File: src/rtl/bcd_countdown_timer_pkg.sv
// bcd_countdown_timer_pkg
//   Shared definitions for the MM:SS BCD countdown timer:
//   digit width, per-digit BCD limits, FSM state type and a load-value
//   validity helper.
package bcd_countdown_timer_pkg;

  localparam int unsigned BCD_W = 4;

  localparam logic [BCD_W-1:0] DIGIT_MAX_9 = 4'd9;  // sec_u, min_u, min_t
  localparam logic [BCD_W-1:0] DIGIT_MAX_5 = 4'd5;  // sec_t

  typedef enum logic [1:0] {
    ST_IDLE   = 2'b00,
    ST_RUN    = 2'b01,
    ST_PAUSED = 2'b10,
    ST_ALARM  = 2'b11
  } state_e;

  // {min_t,min_u,sec_t,sec_u}: every digit <= 9 and sec_t <= 5
  function automatic logic bcd_time_valid(input logic [4*BCD_W-1:0] v);
    return (v[15:12] <= DIGIT_MAX_9) && (v[11:8] <= DIGIT_MAX_9) &&
           (v[7:4]   <= DIGIT_MAX_5) && (v[3:0]  <= DIGIT_MAX_9);
  endfunction

endpackage

File: src/rtl/bcd_down_digit.sv
// bcd_down_digit
//   Mod-N down counter for one BCD digit. Load has priority over count.
//   Ports:
//     clk     in   clock
//     rstn    in   asynchronous reset, active-high (legacy name kept)
//     en      in   decrement enable
//     ld      in   load ld_val
//     ld_val  in   value to load
//     q       out  current digit
//     borrow  out  combinational: digit is 0 and being decremented
module bcd_down_digit
  import bcd_countdown_timer_pkg::*;
#(
  parameter int unsigned N = 10
) (
  input  logic             clk,
  input  logic             rstn,
  input  logic             en,
  input  logic             ld,
  input  logic [BCD_W-1:0] ld_val,
  output logic [BCD_W-1:0] q,
  output logic             borrow
);

  localparam logic [BCD_W-1:0] TOP = BCD_W'(N - 1);

  logic [BCD_W-1:0] q_q, q_d;

  always_comb begin
    q_d = q_q;
    if (ld) begin
      q_d = ld_val;
    end else if (en) begin
      q_d = (q_q == '0) ? TOP : q_q - 1'b1;
    end
  end

  always_ff @(posedge clk or posedge rstn) begin
    if (rstn) begin
      q_q <= '0;
    end else begin
      q_q <= q_d;
    end
  end

  assign q      = q_q;
  assign borrow = (q_q == '0) && en;

endmodule

File: src/rtl/bcd_countdown_timer.sv
// bcd_countdown_timer
//   Loadable MM:SS BCD countdown timer. Counts down one second per tick,
//   pulses expired on reaching 00:00, then holds alarm for ALARM_TICKS
//   ticks before returning to IDLE.
//   Ports:
//     clk       in   system clock
//     rstn      in   asynchronous reset, active-high (legacy name kept)
//     tick      in   1-cycle 1 Hz enable
//     load      in   load load_bcd (pulse)
//     load_bcd  in   {min_t,min_u,sec_t,sec_u}
//     start     in   begin/resume countdown (pulse)
//     pause     in   hold countdown (pulse)
//     clear     in   abort to IDLE with 00:00 (pulse)
//     bcd_out   out  current {min_t,min_u,sec_t,sec_u}
//     running   out  high in RUN
//     expired   out  1-cycle pulse on reaching 00:00
//     alarm     out  high in ALARM
//     load_err  out  1-cycle pulse on a rejected load
//   Control priority: clear > load > pause > start > tick. A load always
//   claims its cycle, even when rejected; start/pause only claim it when
//   they take effect.
module bcd_countdown_timer
  import bcd_countdown_timer_pkg::*;
#(
  parameter int unsigned ALARM_TICKS = 10
) (
  input  logic        clk,
  input  logic        rstn,
  input  logic        tick,
  input  logic        load,
  input  logic [15:0] load_bcd,
  input  logic        start,
  input  logic        pause,
  input  logic        clear,
  output logic [15:0] bcd_out,
  output logic        running,
  output logic        expired,
  output logic        alarm,
  output logic        load_err
);

  localparam logic [7:0] ALARM_LAST = 8'(ALARM_TICKS - 1);

  state_e     state_q, state_d;
  logic [7:0] acnt_q, acnt_d;
  logic       running_q, expired_q, alarm_q, load_err_q;

  logic [BCD_W-1:0] su_q, st_q, mu_q, mt_q;
  logic             su_borrow, st_borrow, mu_borrow, mt_borrow;
  logic             dec, dig_ld, expire, lerr;
  logic [15:0]      dig_ld_val, cur;
  logic             value_nz, at_one;

  assign cur      = {mt_q, mu_q, st_q, su_q};
  assign value_nz = (cur != '0);
  assign at_one   = (cur == 16'h0001);

  // Kept outside the FSM block so the borrow chain can feed back into it
  // without forming a combinational loop.
  assign dec = (state_q == ST_RUN) && tick && !clear && !load && !pause;

  bcd_down_digit #(.N(10)) u_sec_u (
    .clk(clk), .rstn(rstn), .en(dec), .ld(dig_ld),
    .ld_val(dig_ld_val[3:0]), .q(su_q), .borrow(su_borrow)
  );

  bcd_down_digit #(.N(6)) u_sec_t (
    .clk(clk), .rstn(rstn), .en(su_borrow), .ld(dig_ld),
    .ld_val(dig_ld_val[7:4]), .q(st_q), .borrow(st_borrow)
  );

  bcd_down_digit #(.N(10)) u_min_u (
    .clk(clk), .rstn(rstn), .en(st_borrow), .ld(dig_ld),
    .ld_val(dig_ld_val[11:8]), .q(mu_q), .borrow(mu_borrow)
  );

  bcd_down_digit #(.N(10)) u_min_t (
    .clk(clk), .rstn(rstn), .en(mu_borrow), .ld(dig_ld),
    .ld_val(dig_ld_val[15:12]), .q(mt_q), .borrow(mt_borrow)
  );

  always_comb begin
    state_d    = state_q;
    acnt_d     = acnt_q;
    dig_ld     = 1'b0;
    dig_ld_val = '0;
    expire     = 1'b0;
    lerr       = 1'b0;

    if (clear) begin
      state_d = ST_IDLE;
      dig_ld  = 1'b1;
      acnt_d  = '0;
    end else if (load) begin
      if (state_q == ST_RUN || !bcd_time_valid(load_bcd)) begin
        lerr = 1'b1;
      end else begin
        dig_ld     = 1'b1;
        dig_ld_val = load_bcd;
        if (state_q == ST_ALARM) state_d = ST_IDLE;
      end
    end else begin
      case (state_q)
        ST_IDLE, ST_PAUSED: begin
          if (start && value_nz) state_d = ST_RUN;
        end
        ST_RUN: begin
          if (pause) begin
            state_d = ST_PAUSED;
          end else if (tick && (at_one || mt_borrow)) begin
            // Forcing zeros stops min_t from ever wrapping to 9.
            expire  = 1'b1;
            dig_ld  = 1'b1;
            state_d = ST_ALARM;
            acnt_d  = '0;
          end
        end
        ST_ALARM: begin
          if (tick) begin
            if (acnt_q == ALARM_LAST) begin
              state_d = ST_IDLE;
              acnt_d  = '0;
            end else begin
              acnt_d = acnt_q + 8'd1;
            end
          end
        end
        default: state_d = ST_IDLE;
      endcase
    end
  end

  always_ff @(posedge clk or posedge rstn) begin
    if (rstn) begin
      state_q    <= ST_IDLE;
      acnt_q     <= '0;
      running_q  <= 1'b0;
      expired_q  <= 1'b0;
      alarm_q    <= 1'b0;
      load_err_q <= 1'b0;
    end else begin
      state_q    <= state_d;
      acnt_q     <= acnt_d;
      running_q  <= (state_d == ST_RUN);
      expired_q  <= expire;
      alarm_q    <= (state_d == ST_ALARM);
      load_err_q <= lerr;
    end
  end

  assign bcd_out  = cur;
  assign running  = running_q;
  assign expired  = expired_q;
  assign alarm    = alarm_q;
  assign load_err = load_err_q;

endmodule

File: config.mk
export PLATFORM = sky130hd
export DESIGN_NAME = bcd_countdown_timer
export DESIGN_NICKNAME = d
export VERILOG_FILES = /design/src/rtl/bcd_countdown_timer_pkg.sv /design/src/rtl/bcd_down_digit.sv /design/src/rtl/bcd_countdown_timer.sv
export SDC_FILE = /design/constraint.sdc
export NUM_CORES = 1
export LEC_CHECK = 0
export CAP_MARGIN = 20
export CORE_AREA = 2 2 53 79
export CTS_BUF_LIST = sky130_fd_sc_hd__clkbuf_2
export DETAILED_ROUTE_END_ITERATION = 10
export DIE_AREA = 0 0 55 81
export HOLD_SLACK_MARGIN = 0.03
export PLACE_DENSITY_LB_ADDON = 0.3
export SLEW_MARGIN = 20
export SYNTH_ARGS = -nofsm -noshare
export SYNTH_HDL_FRONTEND = slang
export SYNTH_SLANG_ARGS = --single-unit
export TNS_END_PERCENT = 30
File: constraint.sdc
create_clock -name clk -period 5.4 [get_ports clk]
set_clock_uncertainty 0.05 [all_clocks]
set_input_delay 1.08 -clock clk [delete_from_list [all_inputs] [get_ports clk]]
set_output_delay 1.08 -clock clk [all_outputs]
set_load 0.05 [all_outputs]
==> results of run 1 <==
[kinds of logic (layout without fill, tap and decap cells)]
family,Yosys count,in the layout,share of synthesized area (%)
buffers and inverters,20,60,4.19
multiplexers,3,3,1.52
AO/OA/AOI/OAI,60,60,21.3
flip-flops,30,30,36.5
adder cells (fa/ha/maj),2,2,1.22
AND/OR/NAND/NOR,120,120,35.3
[report_power, final]
group | internal [mW] | switching, mW
registers | 0.235 | 0.0211
logic | 0.0614 | 0.0882
clock network | 0.0318 | 0.0784
total | 0.328 | 0.188
[sequential cells by signal, indices dropped and copies added, names as in the netlist]
name       count
load_err       1
u_sec_u.q      4
expired        1
acnt_q         8
running        1
alarm          1
u_min_u.q      4
u_sec_t.q      4
u_min_t.q      4
state_q        2
[synthesized netlist by cell type (all sizes together) (5+ instances only)]
master	count
nor2b	6
o211ai	6
nor4	13
a31oi	5
dfrtp	30
nor3	8
nand4	6
clkbuf	6
inv	9
nand3	9
a21oi	10
nand2	28
nor2	19
buf	5
a32oi	7
and3	8
o21ai	9
[worst min-delay path by stage]
stage	slack, ns	end	cells past startpoint	start
after floorplan	0.39	acnt_q[7]	1	acnt_q[7]
after global placement	0.42	acnt_q[7]	1	acnt_q[7]
after detailed placement	0.42	acnt_q[7]	1	acnt_q[7]
after CTS	0.44	acnt_q[7]	1	acnt_q[7]
after global routing	0.47	acnt_q[7]	1	acnt_q[7]
final	0.44	acnt_q[7]	1	acnt_q[7]
[through the flow]
step	hold WS (ns)	power (mW)
6_report	0.444	0.516
5_1_grt	0.471	0.539
4_1_cts	0.445	0.517
3_5_place_dp	0.424	0.409
3_3_place_gp	0.418	0.407
2_1_floorplan	0.387	0.356
[cell type report]
cell class	count	area share, %
multi-input cells	185	48.3
flip-flops and latches	30	29.7
repair buffers	43	16.9
well taps	45	2.23
inverters	9	1.34
clock buffers	6	1.19
clock inverters	2	0.346
[per-layer routing]
layer,wire [um],track usage (%),up-vias
met1,2030,27.9,964
li1,-,-,973
met3,256,3.86,13
met4,137,10.0,0
met5,0,0,-
met2,2890,47.4,61
[worst max-delay path: stages]
cell                              delay (ns)
sky130_fd_sc_hd__clkdlybuf4s50_1        0.42
sky130_fd_sc_hd__o21ai_0                0.30
sky130_fd_sc_hd__nand4_1                0.22
sky130_fd_sc_hd__nor3_2                 0.88
sky130_fd_sc_hd__a22oi_1                0.18
sky130_fd_sc_hd__nor4_2                 0.29
==> parameters.txt, run 1 <==
Parameter                              Value

Outcome
  Outcome ... complete, no violations

Finish
  Area of the multi-input gates ... between 1000 and 1500 um2
  Final cell count without fillers ... 320
  Final net count ... 299
  Commonest cells after routing, fill and taps aside ... sky130_fd_sc_hd__clkdlybuf4s50_1 (42), sky130_fd_sc_hd__dfrtp_1 (30), sky130_fd_sc_hd__nand2_1 (28)
  Area delta synth->final ... 22.9%
  Number of inserted filler cells in the final layout ... 360
  Antenna cell count ... 0
  Reg area ... 751 um2
  Final cell area excluding filler cells ... 2530 um2
  Share of post-route cells with drive strength above 1 ... between 10% and 20%
  Final core occ ... 65.6%
  Commonest non-fill, non-tap cell in the layout ... sky130_fd_sc_hd__clkdlybuf4s50_1

Route
  Average wire per standard cell ... 16.6 um
  Via density per instance ... 6.28
  Number of antenna-violating nets in the routed design ... 0
  Drt drc ... 0
  Total via count after detailed routing ... 2011
  Post-detailed-routing wire length ... 5310 um
  First drt pass iteration count ... 4
  DR iter-0 viols ... 63

CTS
  Setup Buffers After CTS ... 0
  CTS clock-pin slew for the worst setup and hold paths ... 0.15 ns
  Number of buffers inserted by hold repair at cts ... 0
  Max H-tree Level ... 2
  CTS Buf Count ... 5
  Source-to-sink clock delay at the later pin of the worst-skew pair ... roughly 0.37 ns
  TritonCTS clock tree ... built
  Clk sinks ... 30
  Clock root buffer master ... sky130_fd_sc_hd__clkbuf_2
  Buffer levels on the longest clock path ... 2
  Number of gates given a new drive strength after cts ... 0

Worst setup path
  Critical path destination ... u_sec_t.q[2]
  Endpoint kind of the worst setup timing path ... flop
  Launching element of the worst setup path ... load_bcd[9]
  Element type at the critical path start ... input pin
  Top fanout value on the critical path ... 16
  Setup slack of the worst register-to-register path ... 3.11 ns
  Worst setup path class ... in -> reg
  R2r worst-path depth ... 5
  Capture instance of the worst register-to-register path ... u_min_u.q[1]
  Worst endpoint required time ... roughly 5.6 ns
  R2r startpoint ... u_min_u.q[1]
  Data arrival time of the worst path ... 3.38 ns

Global routing
  Global-route wire length before repair ... 8420 um
  Total GRT Usage ... 25.7%
  Vias in the first global route ... ~1900
  Largest net degree at the start of global routing ... 31
  Total congestion overflow ... 0
  Antenna violations before repair ... 0

Synth
  Post-synth EDFFs ... 0
  Count of different cell masters after synthesis ... 55
  Sequential fraction of the synthesis area ... 36.5%
  Yosys reg bits ... 30
  Largest area contributor in the synthesized netlist ... sky130_fd_sc_hd__dfrtp_1
  Ys Warns ... 0
  Post-synthesis instance total ... 235
  Most area-consuming cells after synthesis ... sky130_fd_sc_hd__dfrtp_1 (36%), sky130_fd_sc_hd__nand2_1 (5.1%), sky130_fd_sc_hd__nor2_1 (3.3%)
  Area share of the largest cell type after synthesis ... 36.5%
  Post-synth top flop ... sky130_fd_sc_hd__dfrtp_1
  Proportion of synthesized flip-flops having asynchronous set or reset ... 100%
  Synthesized area divided by synthesized cell count ... 8.76 um2
  Syn Std Cell Area ... ~2000 um2
  Number of nets produced by synthesis ... 260

Timing
  Unrepaired setup endpoints after global routing ... no
  Final critical path time including I/O delays and setup ... 3.14 ns
  Post-Route Setup TNS ... 0 ns
  Period utilization ... 58.2%
  Final worst setup slack ... roughly 2.3 ns
  Fmax achieved ... between 0.3 and 0.4 GHz
  Worst slew margin ... between 30% and 40%
  Final Setup Violations ... 0
  Final number of max-transition violations ... 0
  Hold violation total from the final report ... 0
  Slew @ Worst Pin ... 1.03 ns

Placed design
  Count of input and output buffers ... 42
  Routability cong. ... 0.898
  Instance area at placement ... 2490 um2
  Placed Instances ... 312
  Hpwl dp ... 3860 um
  Worst setup slack before clock tree synthesis ... 1.87 ns

Floorplan
  Core Footprint ... 3850 um2
  Starting density of the core ... 53.4%
  Vertical die dimension ... roughly 81 um
  Horiz. Die Dim ... approximately 55 um
  Die Footprint ... 4460 um2
  FP Rows ... 28
  Number of top-level pins ... 43

Pwr
  Total power divided by cell area ... ~200 nW/um2
  Leakage ... around 1 nW
  Maximum ir drop on the vdd rail ... 192 uV

Job
  Max-cap violations ... 0

Worst hold path
  Worst hold path class ... reg -> reg
Note: power is estimated with default switching activity, not from simulation.
==> run 2, diff against run 1 <==
Settings changed: CORE_AREA 2 2 53 79 to 2 2 57 86, DIE_AREA 0 0 55 81 to 0 0 59 88.
Clock period 5.4 ns to 2.66 ns, I/O delays scaled along.
==> parameters.txt, run 2 (same netlist as run 1, synthesis figures left out) <==
Parameter                              Value

Worst hold path
  Worst hold path class ... in -> async (was reg -> reg)

Floorplan
  Number of top-level pins ... 43 (unchanged)
  Core Footprint ... 4430 um2 (was 3850 um2)
  Die Footprint ... 5190 um2 (was 4460 um2)
  Horiz. Die Dim ... 59 um (was 55 um)
  Vertical die dimension ... 88 um (was 81 um)
  FP Rows ... 30 (was 28)
  Starting density of the core ... 46.5% (was 53.4%)

Finish
  Area delta synth->final ... 27.3% (was 22.9%)
  Final net count ... 309 (was 299)
  Final cell area excluding filler cells ... 2620 um2 (was 2530 um2)
  Largest register FFs ... 8 (unchanged)
  Commonest cells after routing, fill and taps aside ... sky130_fd_sc_hd__clkdlybuf4s50_1 (42), sky130_fd_sc_hd__dfrtp_1 (30), sky130_fd_sc_hd__nand2_1 (28) (unchanged)
  Register name with the most flops ... acnt_q (unchanged)
  Share of post-route cells with drive strength above 1 ... 13.3% (was 10.2%)
  Antenna cell count ... 0 (unchanged)
  Commonest non-fill, non-tap cell in the layout ... sky130_fd_sc_hd__clkdlybuf4s50_1 (unchanged)

CTS
  Clock root buffer master ... sky130_fd_sc_hd__clkbuf_2 (unchanged)
  Clk sinks ... 30 (unchanged)
  Buffer levels on the longest clock path ... 2 (unchanged)
  Max H-tree Level ... 2 (unchanged)
  Source-to-sink clock delay at the later pin of the worst-skew pair ... 0.39 ns (was 0.37 ns)
  CTS clock-pin slew for the worst setup and hold paths ... 0.18 ns (was 0.15 ns)
  TritonCTS clock tree ... built (unchanged)
  Number of buffers inserted by hold repair at cts ... 0 (unchanged)
  Number of gates given a new drive strength after cts ... 0 (unchanged)
  Setup Buffers After CTS ... 0 (unchanged)
  CTS Buf Count ... 5 (unchanged)

Pwr
  Maximum ir drop on the vdd rail ... 238 uV (was 192 uV)
  Proportion of power drawn by combinational gates ... 29.6% (was 29.0%)
  Clock power frac ... 21.7% (was 21.4%)
  Switching power as a share of total power ... 36.9% (was 36.4%)
  Leakage ... 1.05 nW (was 0.995 nW)
  Part of the power in registers ... 48.7% (was 49.6%)
  Switching power total ... 0.393 mW (was 0.188 mW)
  Internal Power ... 0.673 mW (was 0.328 mW)
  Total power divided by cell area ... 407 nW/um2 (was 204 nW/um2)

Job
  Max-cap violations ... 0 (unchanged)

Worst setup path
  CP Depth ... 1 (was 6)
  Launching element of the worst setup path ... u_sec_u.q[3] (was load_bcd[9])
  Endpoint kind of the worst setup timing path ... output pin (was flop)
  Cell-by-cell listing of the critical path ... clkdlybuf4s50_1 (was clkdlybuf4s50_1 > o21ai_0 > nand4_1 > nor3_2 > a22oi_1 > nor4_2)
  Cell with the largest stage delay on the worst path ... sky130_fd_sc_hd__clkdlybuf4s50_1 (was sky130_fd_sc_hd__nor3_2)
  Worst setup path class ... reg -> out (was in -> reg)
  Top fanout value on the critical path ... 10 (was 16)
  Capture instance of the worst register-to-register path ... u_sec_t.q[2] (was u_min_u.q[1])
  R2r worst-path depth ... 5 (unchanged)
  Data arrival time of the worst path ... 1.87 ns (was 3.38 ns)
  Element type at the critical path start ... flop (was input pin)
  Total buffers and inverters traversed by the critical path ... 1 (unchanged)
  Gate family responsible for the most delay along the worst path ... buffers and inverters (was simple AND/OR/NAND/NOR gates)
  Worst endpoint required time ... 2.08 ns (was 5.64 ns)
  Setup slack of the worst register-to-register path ... 0.45 ns (was 3.11 ns)
  Max incr delay on CP ... 0.88 ns (about the same)
  R2r startpoint ... u_min_u.q[1] (unchanged)
  Critical path destination ... bcd_out[3] (was u_sec_t.q[2])

Timing
  Hold violation total from the final report ... 0 (unchanged)
  Worst slew margin ... 54.7% (was 30.8%)
  Slew @ Worst Pin ... 0.674 ns (was 1.03 ns)
  Final worst setup slack ... 0.208 ns (was 2.26 ns)
  Unrepaired setup endpoints after global routing ... no (unchanged)
  Post-Route Setup TNS ... 0 ns (unchanged)
  Period utilization ... 92.2%
  Final critical path time including I/O delays and setup ... 2.45 ns
  Final number of max-transition violations ... 0 (unchanged)
  Fmax achieved ... just over 0.4 GHz
  Final Setup Violations ... 0 (unchanged)

Global routing
  Antenna violations before repair ... 0 (unchanged)
  Largest net degree at the start of global routing ... 31 (unchanged)
  Vias in the first global route ... 2047 (was 1888)
  Total GRT Usage ... 23.4% (was 25.7%)
  Total congestion overflow ... 0 (unchanged)
  Global-route wire length before repair ... 9220 um (was 8420 um)

Route
  Average wire per standard cell ... 16.9 um (was 16.6 um)
  Drt drc ... 0 (unchanged)
  Via density per instance ... 6.23 (was 6.28)
  First drt pass iteration count ... 4 (unchanged)
  DR iter-0 viols ... 95 (was 63)
  Number of antenna-violating nets in the routed design ... 0 (unchanged)
  Total via count after detailed routing ... 2075 (was 2011)
  Post-detailed-routing wire length ... 5630 um (was 5310 um)

Placed design
  Count of input and output buffers ... 42 (unchanged)
  Worst setup slack before clock tree synthesis ... 0.0429 ns (was 1.87 ns)
  Hpwl dp ... 4160 um (was 3860 um)
  Instance area at placement ... 2580 um2 (was 2490 um2)
  Routability cong. ... 0.951 (was 0.898)

Outcome
  Outcome ... complete, no violations (unchanged)
-- run 2: how the worst min path moves through the flow --
| stage | cells after the start | to | startpoint |
|---|---|---|---|
| floorplan | 1 | acnt_q[7] | acnt_q[7] |
| global placement | 1 | acnt_q[7] | acnt_q[7] |
| detailed placement | 1 | acnt_q[7] | acnt_q[7] |
| CTS | 3 | acnt_q[2] | rstn |
| global route | 3 | acnt_q[2] | rstn |
| finish | 3 | acnt_q[2] | rstn |
-- run 2: cell type report --
type | instances | area (um2)
fill | 432 | 1810
multi-input combinational | 185 | 1220
sequential | 30 | 751
timing repair buffer | 53 | 515
tap | 48 | 60.1
inverter | 9 | 33.8
clock buffer | 6 | 30.0
clock inverter | 2 | 8.76
-- run 2: per-stage QoR --
stage / std cells / util, % / hold WS [ns] / total power, mW
final: 333 / 59.2 / 0.438 / 1.07
after global routing: 333 / 59.2 / 0.484 / 1.12
after CTS: 333 / 59.2 / 0.443 / 1.08
after detailed placement: 325 / 58.3 / 0.445 / 0.842
after global placement: 325 / 58.3 / 0.434 / 0.840
after floorplan: 235 / - / 0.387 / 0.723
-- run 2: power by group through the flow --
stage	Sequential, mW	Clock [mW]	Combinational [mW]
finish	0.519	0.231	0.315
global route	0.524	0.262	0.337
global placement	0.527	0	0.312
floorplan	0.580	0	0.143
detailed placement	0.527	0	0.315
CTS	0.519	0.245	0.316
-- run 2: per-layer routing --
metal  GRT usage, %  share of wire (%)
met5              0                  0
met4           12.8                3.6
met3           3.99                5.0
met2           41.4                 54
met1           25.9                 37
-- run 2: worst reg2reg max path, stage by stage (launching register included) --
cell and delay [ns]:
sky130_fd_sc_hd__dfrtp_1 0.50, sky130_fd_sc_hd__nor4_4 0.39, sky130_fd_sc_hd__and4b_1 0.43, sky130_fd_sc_hd__a41o_2 0.37, sky130_fd_sc_hd__nor4_1 0.09, sky130_fd_sc_hd__nor4_2 0.28
==> run 3, diff against run 2 <==
Settings changed: ABC_CLOCK_PERIOD_IN_PS set to 2660.
==> results of run 3 <==
No change in the layout: final DEF, timing and power equal those of run 2.
